File: src/rtl/sdram_brst_seq_pkg.sv
// Shared constants, state encoding and BL decode for the SDRAM burst sequencer.
// The optional error flag is enabled with SDRAM_BRST_ERR_EN.
package sdram_brst_pkg;

    localparam logic [2:0] BL1    = 3'b000;
    localparam logic [2:0] BL2    = 3'b001;
    localparam logic [2:0] BL4    = 3'b010;
    localparam logic [2:0] BL8    = 3'b011;
    localparam logic [2:0] BLPAGE = 3'b111;

    localparam logic BT_SEQ = 1'b0;
    localparam logic BT_INT = 1'b1;

    typedef enum logic [1:0] {
        ST_IDLE  = 2'd0,
        ST_BURST = 2'd1,
        ST_PAGE  = 2'd2
    } brst_state_e;

    // Bounded burst length in beats; reserved codes fall back to a single beat.
    function automatic logic [3:0] bl_code_to_len(input logic [2:0] code);
        logic [3:0] len;
        case (code)
            BL1:     len = 4'd1;
            BL2:     len = 4'd2;
            BL4:     len = 4'd4;
            BL8:     len = 4'd8;
            default: len = 4'd1;
        endcase
        return len;
    endfunction

    function automatic logic bl_code_reserved(input logic [2:0] code);
        return code[2] && (code != BLPAGE);
    endfunction

endpackage

File: src/rtl/sdram_brst_seq_if.sv
// Command-side / datapath-side bundle of the burst sequencer.
// The brst_err signal exists only when SDRAM_BRST_ERR_EN is defined.
interface sdram_brst_seq_if #(
    parameter int COL_W = 9
);
    logic             ld_brst;
    logic [COL_W-1:0] start_col;
    logic [2:0]       brst_len;
    logic             brst_type;
    logic             brst_stop;
    logic             hold;

    logic [COL_W-1:0] col_addr;
    logic             brst_active;
    logic             brst_last;
    logic             brst_end;
    logic             brst_end_mN;
    logic [COL_W-1:0] beats_left;
`ifdef SDRAM_BRST_ERR_EN
    logic             brst_err;
`endif

    modport master (
`ifdef SDRAM_BRST_ERR_EN
        input  brst_err,
`endif
        output ld_brst, start_col, brst_len, brst_type, brst_stop, hold,
        input  col_addr, brst_active, brst_last, brst_end, brst_end_mN, beats_left
    );

    modport slave (
`ifdef SDRAM_BRST_ERR_EN
        output brst_err,
`endif
        input  ld_brst, start_col, brst_len, brst_type, brst_stop, hold,
        output col_addr, brst_active, brst_last, brst_end, brst_end_mN, beats_left
    );

endinterface

File: src/rtl/sdram_brst_seq_col_next.sv
// Next column address inside a bounded burst: only the low log2(BL) bits move,
// by modular add (sequential) or XOR (interleaved); upper bits follow start_col.
module sdram_col_next
    import sdram_brst_pkg::*;
#(
    parameter int COL_W = 9
) (
    input  logic [COL_W-1:0] start_col,
    input  logic [2:0]       beat_idx,
    input  logic [3:0]       bl_len,
    input  logic             brst_type,
    output logic [COL_W-1:0] col_next
);

    logic [2:0] mask;
    logic [2:0] low_seq;
    logic [2:0] low_int;
    logic [2:0] low_sel;

    always_comb begin
        mask     = 3'(bl_len - 4'd1);
        low_seq  = start_col[2:0] + beat_idx;
        low_int  = start_col[2:0] ^ beat_idx;
        low_sel  = (brst_type == BT_INT) ? low_int : low_seq;
        col_next = start_col;
        col_next[2:0] = (start_col[2:0] & ~mask) | (low_sel & mask);
    end

endmodule

File: src/rtl/sdram_brst_seq.sv
// Burst sequencer: beat countdown, early-warning flags and per-beat column address.
// Define SDRAM_BRST_ERR_EN to add the sticky brst_err flag for illegal load codes.
module sdram_brst_seq
    import sdram_brst_pkg::*;
#(
    parameter int COL_W = 9,
    parameter int EARLY = 1
) (
    input  logic            Clk,
    input  logic            Reset,
    sdram_brst_seq_if.slave bus
);

    brst_state_e      state_q, state_d;
    logic [COL_W-1:0] col_addr_q, col_addr_d;
    logic [COL_W-1:0] beats_left_q, beats_left_d;
    logic [COL_W-1:0] start_col_q, start_col_d;
    logic [3:0]       bl_len_q, bl_len_d;
    logic             type_q, type_d;
    logic [2:0]       idx_q, idx_d;

    logic [3:0]       ld_len;
    logic             ld_page;
    logic             last_beat;
    logic             stop_hit;
    logic [COL_W-1:0] col_next;

    assign ld_len    = bl_code_to_len(bus.brst_len);
    assign ld_page   = (bus.brst_len == BLPAGE);
    assign last_beat = (state_q == ST_BURST) && (beats_left_q == '0);
    assign stop_hit  = bus.brst_stop && (state_q != ST_IDLE);

    sdram_col_next #(.COL_W(COL_W)) u_col_next (
        .start_col (start_col_q),
        .beat_idx  (idx_q + 3'd1),
        .bl_len    (bl_len_q),
        .brst_type (type_q),
        .col_next  (col_next)
    );

    // Load beats stop, stop beats hold, hold beats the normal count.
    always_comb begin
        state_d      = state_q;
        col_addr_d   = col_addr_q;
        beats_left_d = beats_left_q;
        start_col_d  = start_col_q;
        bl_len_d     = bl_len_q;
        type_d       = type_q;
        idx_d        = idx_q;

        if (bus.ld_brst) begin
            start_col_d = bus.start_col;
            col_addr_d  = bus.start_col;
            idx_d       = 3'd0;
            bl_len_d    = ld_len;
            if (ld_page) begin
                state_d      = ST_PAGE;
                type_d       = BT_SEQ;
                beats_left_d = '1;
            end else begin
                state_d      = ST_BURST;
                type_d       = bus.brst_type;
                beats_left_d = COL_W'(ld_len - 4'd1);
            end
        end else if (stop_hit) begin
            state_d = ST_IDLE;
        end else if (!bus.hold) begin
            case (state_q)
                ST_BURST: begin
                    if (last_beat) begin
                        state_d = ST_IDLE;
                    end else begin
                        beats_left_d = beats_left_q - 1'b1;
                        idx_d        = idx_q + 3'd1;
                        col_addr_d   = col_next;
                    end
                end
                ST_PAGE:  col_addr_d = col_addr_q + 1'b1;
                default:  state_d = ST_IDLE;
            endcase
        end
    end

    always_ff @(posedge Clk or negedge Reset) begin
        if (!Reset) begin
            state_q      <= ST_IDLE;
            col_addr_q   <= '0;
            beats_left_q <= '0;
            start_col_q  <= '0;
            bl_len_q     <= 4'd1;
            type_q       <= BT_SEQ;
            idx_q        <= 3'd0;
        end else begin
            state_q      <= state_d;
            col_addr_q   <= col_addr_d;
            beats_left_q <= beats_left_d;
            start_col_q  <= start_col_d;
            bl_len_q     <= bl_len_d;
            type_q       <= type_d;
            idx_q        <= idx_d;
        end
    end

    assign bus.col_addr    = col_addr_q;
    assign bus.beats_left  = beats_left_q;
    assign bus.brst_active = (state_q != ST_IDLE);
    assign bus.brst_end    = (state_q == ST_IDLE);
    assign bus.brst_last   = last_beat || stop_hit;
    assign bus.brst_end_mN = (state_q == ST_BURST) && (beats_left_q == COL_W'(EARLY));

`ifdef SDRAM_BRST_ERR_EN
    logic err_q, err_d;

    // Sticky until reset so firmware can spot a bad mode-register setup after the fact.
    always_comb begin
        err_d = err_q;
        if (bus.ld_brst && (bl_code_reserved(bus.brst_len) || (ld_page && bus.brst_type == BT_INT)))
            err_d = 1'b1;
    end

    always_ff @(posedge Clk or negedge Reset) begin
        if (!Reset) err_q <= 1'b0;
        else        err_q <= err_d;
    end

    assign bus.brst_err = err_q;
`endif

endmodule

File: src/flat_wrapper.sv
// flat-port wrapper written by rule: the top's interface ports become plain ports
module sdram_brst_seq_flat import sdram_brst_pkg::*;
#(
    parameter int COL_W = 9,
    parameter int EARLY = 1
)
  (Clk, Reset, bus_ld_brst, bus_start_col, bus_brst_len, bus_brst_type, bus_brst_stop, bus_hold, bus_col_addr, bus_brst_active, bus_brst_last, bus_brst_end, bus_brst_end_mN, bus_beats_left);
  sdram_brst_seq_if #(.COL_W(COL_W)) bus_i ();
  input  logic Clk;
  input  logic Reset;
  input wire logic [$bits(bus_i.ld_brst)-1:0] bus_ld_brst;
  input wire logic [$bits(bus_i.start_col)-1:0] bus_start_col;
  input wire logic [$bits(bus_i.brst_len)-1:0] bus_brst_len;
  input wire logic [$bits(bus_i.brst_type)-1:0] bus_brst_type;
  input wire logic [$bits(bus_i.brst_stop)-1:0] bus_brst_stop;
  input wire logic [$bits(bus_i.hold)-1:0] bus_hold;
  output wire logic [$bits(bus_i.col_addr)-1:0] bus_col_addr;
  output wire logic [$bits(bus_i.brst_active)-1:0] bus_brst_active;
  output wire logic [$bits(bus_i.brst_last)-1:0] bus_brst_last;
  output wire logic [$bits(bus_i.brst_end)-1:0] bus_brst_end;
  output wire logic [$bits(bus_i.brst_end_mN)-1:0] bus_brst_end_mN;
  output wire logic [$bits(bus_i.beats_left)-1:0] bus_beats_left;
  assign bus_i.ld_brst = bus_ld_brst;
  assign bus_i.start_col = bus_start_col;
  assign bus_i.brst_len = bus_brst_len;
  assign bus_i.brst_type = bus_brst_type;
  assign bus_i.brst_stop = bus_brst_stop;
  assign bus_i.hold = bus_hold;
  assign bus_col_addr = bus_i.col_addr;
  assign bus_brst_active = bus_i.brst_active;
  assign bus_brst_last = bus_i.brst_last;
  assign bus_brst_end = bus_i.brst_end;
  assign bus_brst_end_mN = bus_i.brst_end_mN;
  assign bus_beats_left = bus_i.beats_left;
  sdram_brst_seq #(.COL_W(COL_W), .EARLY(EARLY)) u_core (.Clk(Clk), .Reset(Reset), .bus(bus_i));
endmodule
File: config.mk
export PLATFORM = sky130hd
export DESIGN_NAME = sdram_brst_seq_flat
export DESIGN_NICKNAME = d
export VERILOG_FILES = /design/src/rtl/sdram_brst_seq_pkg.sv /design/src/rtl/sdram_brst_seq_if.sv /design/src/rtl/sdram_brst_seq_col_next.sv /design/src/rtl/sdram_brst_seq.sv /design/src/flat_wrapper.sv
export SDC_FILE = /design/constraint.sdc
export NUM_CORES = 1
export LEC_CHECK = 0
export CAP_MARGIN = 20
export CELL_PAD_IN_SITES_DETAIL_PLACEMENT = 1
export CELL_PAD_IN_SITES_GLOBAL_PLACEMENT = 1
export CORE_UTILIZATION = 30
export CTS_CLUSTER_SIZE = 8
export DETAILED_ROUTE_END_ITERATION = 7
export GPL_ROUTABILITY_DRIVEN = 1
export PLACE_DENSITY_LB_ADDON = 0.1
export SLEW_MARGIN = 20
export SYNTH_ARGS = -nofsm -noshare
export SYNTH_HDL_FRONTEND = slang
export SYNTH_SLANG_ARGS = --single-unit
File: constraint.sdc
create_clock -name Clk -period 1.96 [get_ports Clk]
set_input_delay 0.294 -clock Clk [delete_from_list [all_inputs] [get_ports Clk]]
set_output_delay 0.294 -clock Clk [all_outputs]
set_load 0.005 [all_outputs]
# Word-level counts from Yosys, hierarchy flattened
# Cells that the tools add are included.
[totals] wordCells=69 out_inout_bits=22 regBits=36
[classes] n_mux=25 n_eq_ne=14 n_bitwise=5 n_reduce_logical=12 n_addsub=6
[ops] op="9-bit 2-to-1 mux" n=10
[ops] op="3-bit 2-to-1 mux" n=6
[ops] op="9-bit case mux with 2 select lines" n=1
[ops] op="4-bit case mux with 3 select lines" n=1
[ops] op="2-bit 2-to-1 mux" n=5
[ops] op="9-bit by 1-bit adder with 9-bit output, second input constant" n=1
[ops] op="9-bit by 1-bit == test with 1-bit output, second input constant" n=1
[ops] op="9-bit logical NOT" n=1
[ops] op="9-bit by 1-bit subtractor with 9-bit output, second input constant" n=1
[ops] op="4-bit AND reduction" n=2
[ops] op="3-bit AND" n=2
[ops] op="3-bit by 2-bit == test with 1-bit output, second input constant" n=2
[ops] op="2-bit inequality test, second input constant" n=3
[ops] op="3-bit by 2-bit inequality test with 1-bit output, second input constant" n=2
[ops] op="4-bit by 1-bit subtractor with 5-bit output, second input constant" n=1
[ops] op="4-bit by 2-bit inequality test with 1-bit output, second input constant" n=1
[ops] op="2-bit case mux with 2 select lines" n=1
[ops] op="2-bit nonzero test" n=2
[ops] op="3-bit by 1-bit adder with 3-bit output, second input constant" n=1
[ops] op="3-bit adder" n=1
[ops] op="3-bit by 1-bit == test with 1-bit output, second input constant" n=1
[ops] op="3-bit == test, second input constant" n=1
[ops] op="1-bit logical AND" n=3
[ops] op="3-bit inequality test, second input constant" n=1
[ops] op="other kinds (11)" n=11

# Depth between registers and ports, before layout
[depth] depth_word=10 ltp_mapped=8 mapped_depth_nobuf=8

# Hierarchy
# Synthesis repeated with hierarchy kept, for this count alone.
[hier_totals] cells_unflattened=250 area_unflattened_um2=2301.0
[by_module_without_submodules] module="sdram_brst_seq" cells_each=226 seq_area_each_um2=927.1 area_per_inst_um2=2118.3 instances=1
[by_module_without_submodules] module="sdram_col_next" cells_each=24 seq_area_each_um2=0.0 area_per_inst_um2=182.7 instances=1

# Least setup slack after synthesis
# No wires, ideal clock.
[synth_path] path_type="register to register" from="register u_core.idx_q[0]" to="register u_core.col_addr_q[2], in the netlist u_core.bus.col_addr[2]" slack_ns=-0.069 period_less_slack_ns=2.029 path_stages_with_launch=8 arrival_time_ns=1.883 path_cell_list="dfrtp_1 > ha_1 > fa_1 > nor2b_1 > xnor2_1 > and3_1 > o311ai_0 > o311ai_1"
[synth_via] elab_chain_len=10
[synth_lines] element="start: declaration" line="sdram_brst_seq.sv:20" rtl="logic [2:0] idx_q, idx_d;"
[synth_lines] element="start signal: assignment" line="sdram_brst_seq.sv:100" rtl="idx_q <= idx_d;"
[synth_lines] element="3-bit by 1-bit adder with 3-bit output (*)" line="sdram_brst_seq.sv:35" rtl=".beat_idx (idx_q + 3'd1),"
[synth_lines] element="3-bit adder / 3-bit XOR (equally long branches)" line="sdram_brst_seq_col_next.sv:22, sdram_brst_seq_col_next.sv:23"
[synth_lines] element="3-bit 2-to-1 mux (*)" line="sdram_brst_seq_col_next.sv:24" rtl="low_sel = (brst_type == BT_INT) ? low_int : low_seq;"
[synth_lines] element="3-bit AND (*)" line="sdram_brst_seq_col_next.sv:26" rtl="col_next[2:0] = (start_col[2:0] & ~mask) | (low_sel & mask);"
[synth_lines] element="3-bit bitwise OR (*)" line="sdram_brst_seq_col_next.sv:26"
[synth_lines] element="9-bit 2-to-1 mux (*)" line="sdram_brst_seq.sv:70" rtl="if (last_beat) begin"
[synth_lines] element="9-bit case mux with 2 select lines (*)" line="sdram_brst_seq.sv:68" rtl="case (state_q)"
[synth_lines] element="9-bit 2-to-1 mux (*)" line="sdram_brst_seq.sv:67" rtl="end else if (!bus.hold) begin"
[synth_lines] element="9-bit 2-to-1 mux (*)" line="sdram_brst_seq.sv:65" rtl="end else if (stop_hit) begin"
[synth_lines] element="9-bit 2-to-1 mux (*)" line="sdram_brst_seq.sv:51" rtl="if (bus.ld_brst) begin"
[synth_lines] element="end signal: assignment" line="sdram_brst_seq.sv:95" rtl="col_addr_q <= col_addr_d;"
[synth_lines] element="end: declaration" line="sdram_brst_seq.sv:15" rtl="logic [COL_W-1:0] col_addr_q, col_addr_d;"
# Mark *: on every way between the ends. The rest lies on a longest branch, timed or not. The select of a mux whose other input is x is not followed.
# A chain may end at the register's enable or synchronous reset.

# Worst setup path after layout
# Same ends and word-level chain as after synthesis.

==> reports/results.txt <==
Slowest cell on crit path - dfrtp_1
setup repair after global routing missed its margin - true
EDFF count, synth - 0
Worst Path Arrival - 2.12 ns
power per cell area - 681 nW/um2
async set-reset flop share out of synthesis - 100%
highest clock rate - 510 MHz
sequential group share of total power - 42.0%
Post-synth top flop - dfrtp_1
highest-count cells in the layout ignoring fill and taps - buf_4 (35), dfrtp_1 (35), clkdlybuf4s50_1 (33)
Max Clock Skew - 0.00743 ns
post-route total power - 2.12 mW
Syn Area/Cell - 9.53 um2
Initial Util - 31.1%
mean routed wirelength per cell - 14.9 um
share of total power in the clock network - 28.2%
routability cong. - 0.731
drt drc - 0
number of global-route vias before repair - 1955
CTS sink cnt - 36
clock-pin slew reported for the worst setup and hold paths after clock tree synthesis - 0.08 ns
total I/O pin count - 40
Synth Area in Simple Gates - 19.0%
die area - 7430 um2
Crit path required time - 2.12 ns
minimum setup slack after placement - -0.176 ns
final worst setup slack - 0.000689 ns
Combinational Power Share - 29.8%
sequential fraction of the synthesis area - 42.4%
HP Class - input port to flop
type of element launching the critical path - flop
maximum count of clock buffers along a single path - 2
Net Count, Synth - 249
vias after detailed routing - 1921
kind of capture point of the worst setup path - flop
combined global-route utilization of all metal layers - 17.6%
detailed-placement wirelength estimate - 4440 um
first-pass GRT wire length - 10100 um
fraction of final layout cells with drive strength greater than 1 - 25.7%
core outline area - 6830 um2
initial DRC count - 55
main combinational cell family by area after synthesis - simple AND/OR/NAND/NOR gates
maximum fanout along the worst path - 3
die height - 86.2 um
Hold Slack - 0.451 ns
pin slew with the least headroom to its limit - 0.585 ns
switching portion of total power - 29.3%
number of placed instances with taps included - 381
largest net degree at the start of global routing - 21
final worst path period share - 100%
design internal power - 1.50 mW
final critical path time including I/O delays and setup - 1.96 ns
latest clock arrival within the worst-skew pair - 0.29 ns
routed wire length - 5930 um
leakage power - 1.35 nW
cell mode on critical path - o311ai_1
TritonCTS clock tree - built
number of antenna-violating nets in the routed design - 0
synthesized-area fraction occupied by adder cells - 5.06%
Hold Violations, Final - 0
CTS buffer count - 5
synthesis-to-layout area growth - 46.4%
antenna violations before repair - 0
number of nets in the final layout - 328
Final Setup Violations - 0
Rows - 30
count of final max-slew check failures - 0
IO buf count - 39
number of different library cells in the post-synthesis netlist - 49
number of cells in the finished layout apart from fillers - 399
number of synthesis warnings - 0
netlist area before placement - 2130 um2
die span in x - 86.2 um
list of cells traversed by the critical path - inv_1 -> ha_2 -> fa_2 -> nor2b_4 -> xnor2_2 -> and3_1 -> o311ai_1 -> o311ai_1
largest stage delay on the critical path - 0.42 ns
complex-gate fraction of the synthesized area - 17.8%
mux cell area share after synthesis - 4.65%
xor/xnor share of the synthesized area - 5.36%
number of antenna diodes - 0
final cell utilization of the core - 45.5%
Via density - 4.81
count of max-cap constraint violations - 0
total overflow reported by the global router - 0
Relative slew margins - 60.9%
result of the run - finished clean
fill cell count - 797
VDD IR max - 0.277 mV
Root Driver - clkbuf_8
switching pwr - 0.622 mW
number of storage elements in the synthesis netlist - 36
length of the first detailed-routing pass in iterations - 3
category of the critical setup timing path - flop to flop
cell count after synthesis - 223
H-tree levels - 2
routing by layer:
metal	share of wire, %	global-route usage (%)	vias up
met1	51	24.6	936
li1	-	-	953
met3	2.0	3.14	5
met2	46	28.4	27
met4	0.78	4.09	0
met5	0	0	-
logic make-up after synthesis:
| group | Yosys count |
|---|---|
| and+or+nand+nor | 70 |
| AOI/OAI and AO/OA | 58 |
| DFF | 36 |
| buffers and inverters | 29 |
| xor gates and xnor gates | 13 |
| muxes | 9 |
| adders and majority gates | 8 |
critical path: cells and delay by family, from the launching register on:
| kind | cells | cell delay, ns |
|---|---|---|
| adders and majority gates | 2 | 0.56 |
| DFF | 1 | 0.42 |
| buffers and inverters | 1 | 0.07 |
| AOI/OAI and AO/OA | 2 | 0.37 |
| and+or+nand+nor | 2 | 0.29 |
| xor gates and xnor gates | 1 | 0.13 |
through the flow:
step	area (um2)	TNS, ns
after floorplan	2140	0
after global placement	2850	-1.55
after detailed placement	2850	-2.19
final	3110	0
after CTS	3070	-0.0713
after global routing	3110	-0.135
sequential cells by signal (all words and copies together), names as in the netlist:
signal / flops
u_core.bl_len_q: 3
u_core.bus.beats_left: 9
u_core.type_q: 1
u_core.idx_q: 3
u_core.bus.col_addr: 9
u_core.state_q: 2
u_core.start_col_q: 9
cell usage after synthesis, types with 3 or more instances:
cell type,count,area [um2]
mux2_2,7,78.8
dfrtp_1,35,876
nand2_1,14,52.6
a221oi_1,6,52.6
nand3_1,9,45.0
ha_1,7,87.6
a21oi_1,10,50.1
clkbuf_1,5,18.8
inv_1,20,75.1
nor2_1,13,48.8
nand4_1,3,18.8
o22ai_1,5,31.3
and3_1,3,18.8
xnor2_1,7,61.3
o21ai_1,4,20.0
o21ai_0,16,80.1
o21a_1,6,45.0
nor2b_1,4,25.0
nor3_1,8,40.0
nand2b_1,4,25.0
xor2_1,6,52.6
timing repair:
| item | in CTS | in global routing |
|---|---|---|
| hold endpoints to repair | 19 | 0 |
| pin swaps | 13 | 10 |
| gates resized for setup | 14 | 14 |
| gates cloned | 1 | 0 |
| hold buffers | 1 | 0 |
| setup endpoints to repair | 10 | 7 |
| buffers inserted | 6 | 4 |
area by class of cell:
cell class              instances  area (um2)  area share [%]
multi-input cells             158        1160            37.4
clock buffers                   8         100            3.22
inverters                      20        75.1            2.41
flip-flops and latches         36         902            29.0
well taps                      96         120            3.86
repair buffers                 81         749            24.1
final timing paths:
check	from	endpoint	slack (ns)	cells after the start
max in group asynchronous	Reset	u_core.bl_len_q[0]$_DFFE_PN1P_	0.88	3
worst max register to register	u_core.idx_q[0]$_DFFE_PN0P_	u_core.bus.col_addr[2]$_DFFE_PN0P_	0.0007	8
worst min-delay path	bus_brst_stop	u_core.state_q[1]$_DFFE_PN0P_	0.45	5
worst max-delay path	u_core.idx_q[0]$_DFFE_PN0P_	u_core.bus.col_addr[2]$_DFFE_PN0P_	0.0007	8
worst min register to register	u_core.start_col_q[3]$_DFFE_PN0P_	u_core.start_col_q[3]$_DFFE_PN0P_	0.51	1
min in group asynchronous	Reset	u_core.state_q[0]$_DFFE_PN0P_	0.51	2
power by group through the flow:
stage	clock network, mW	registers, mW	logic (mW)
floorplan	0	0.905	0.252
global placement	0	0.899	0.565
detailed placement	0	0.902	0.576
CTS	0.620	0.889	0.631
global route	0.657	0.902	0.704
finish	0.597	0.891	0.633
Note: power is estimated with default switching activity, not from simulation.
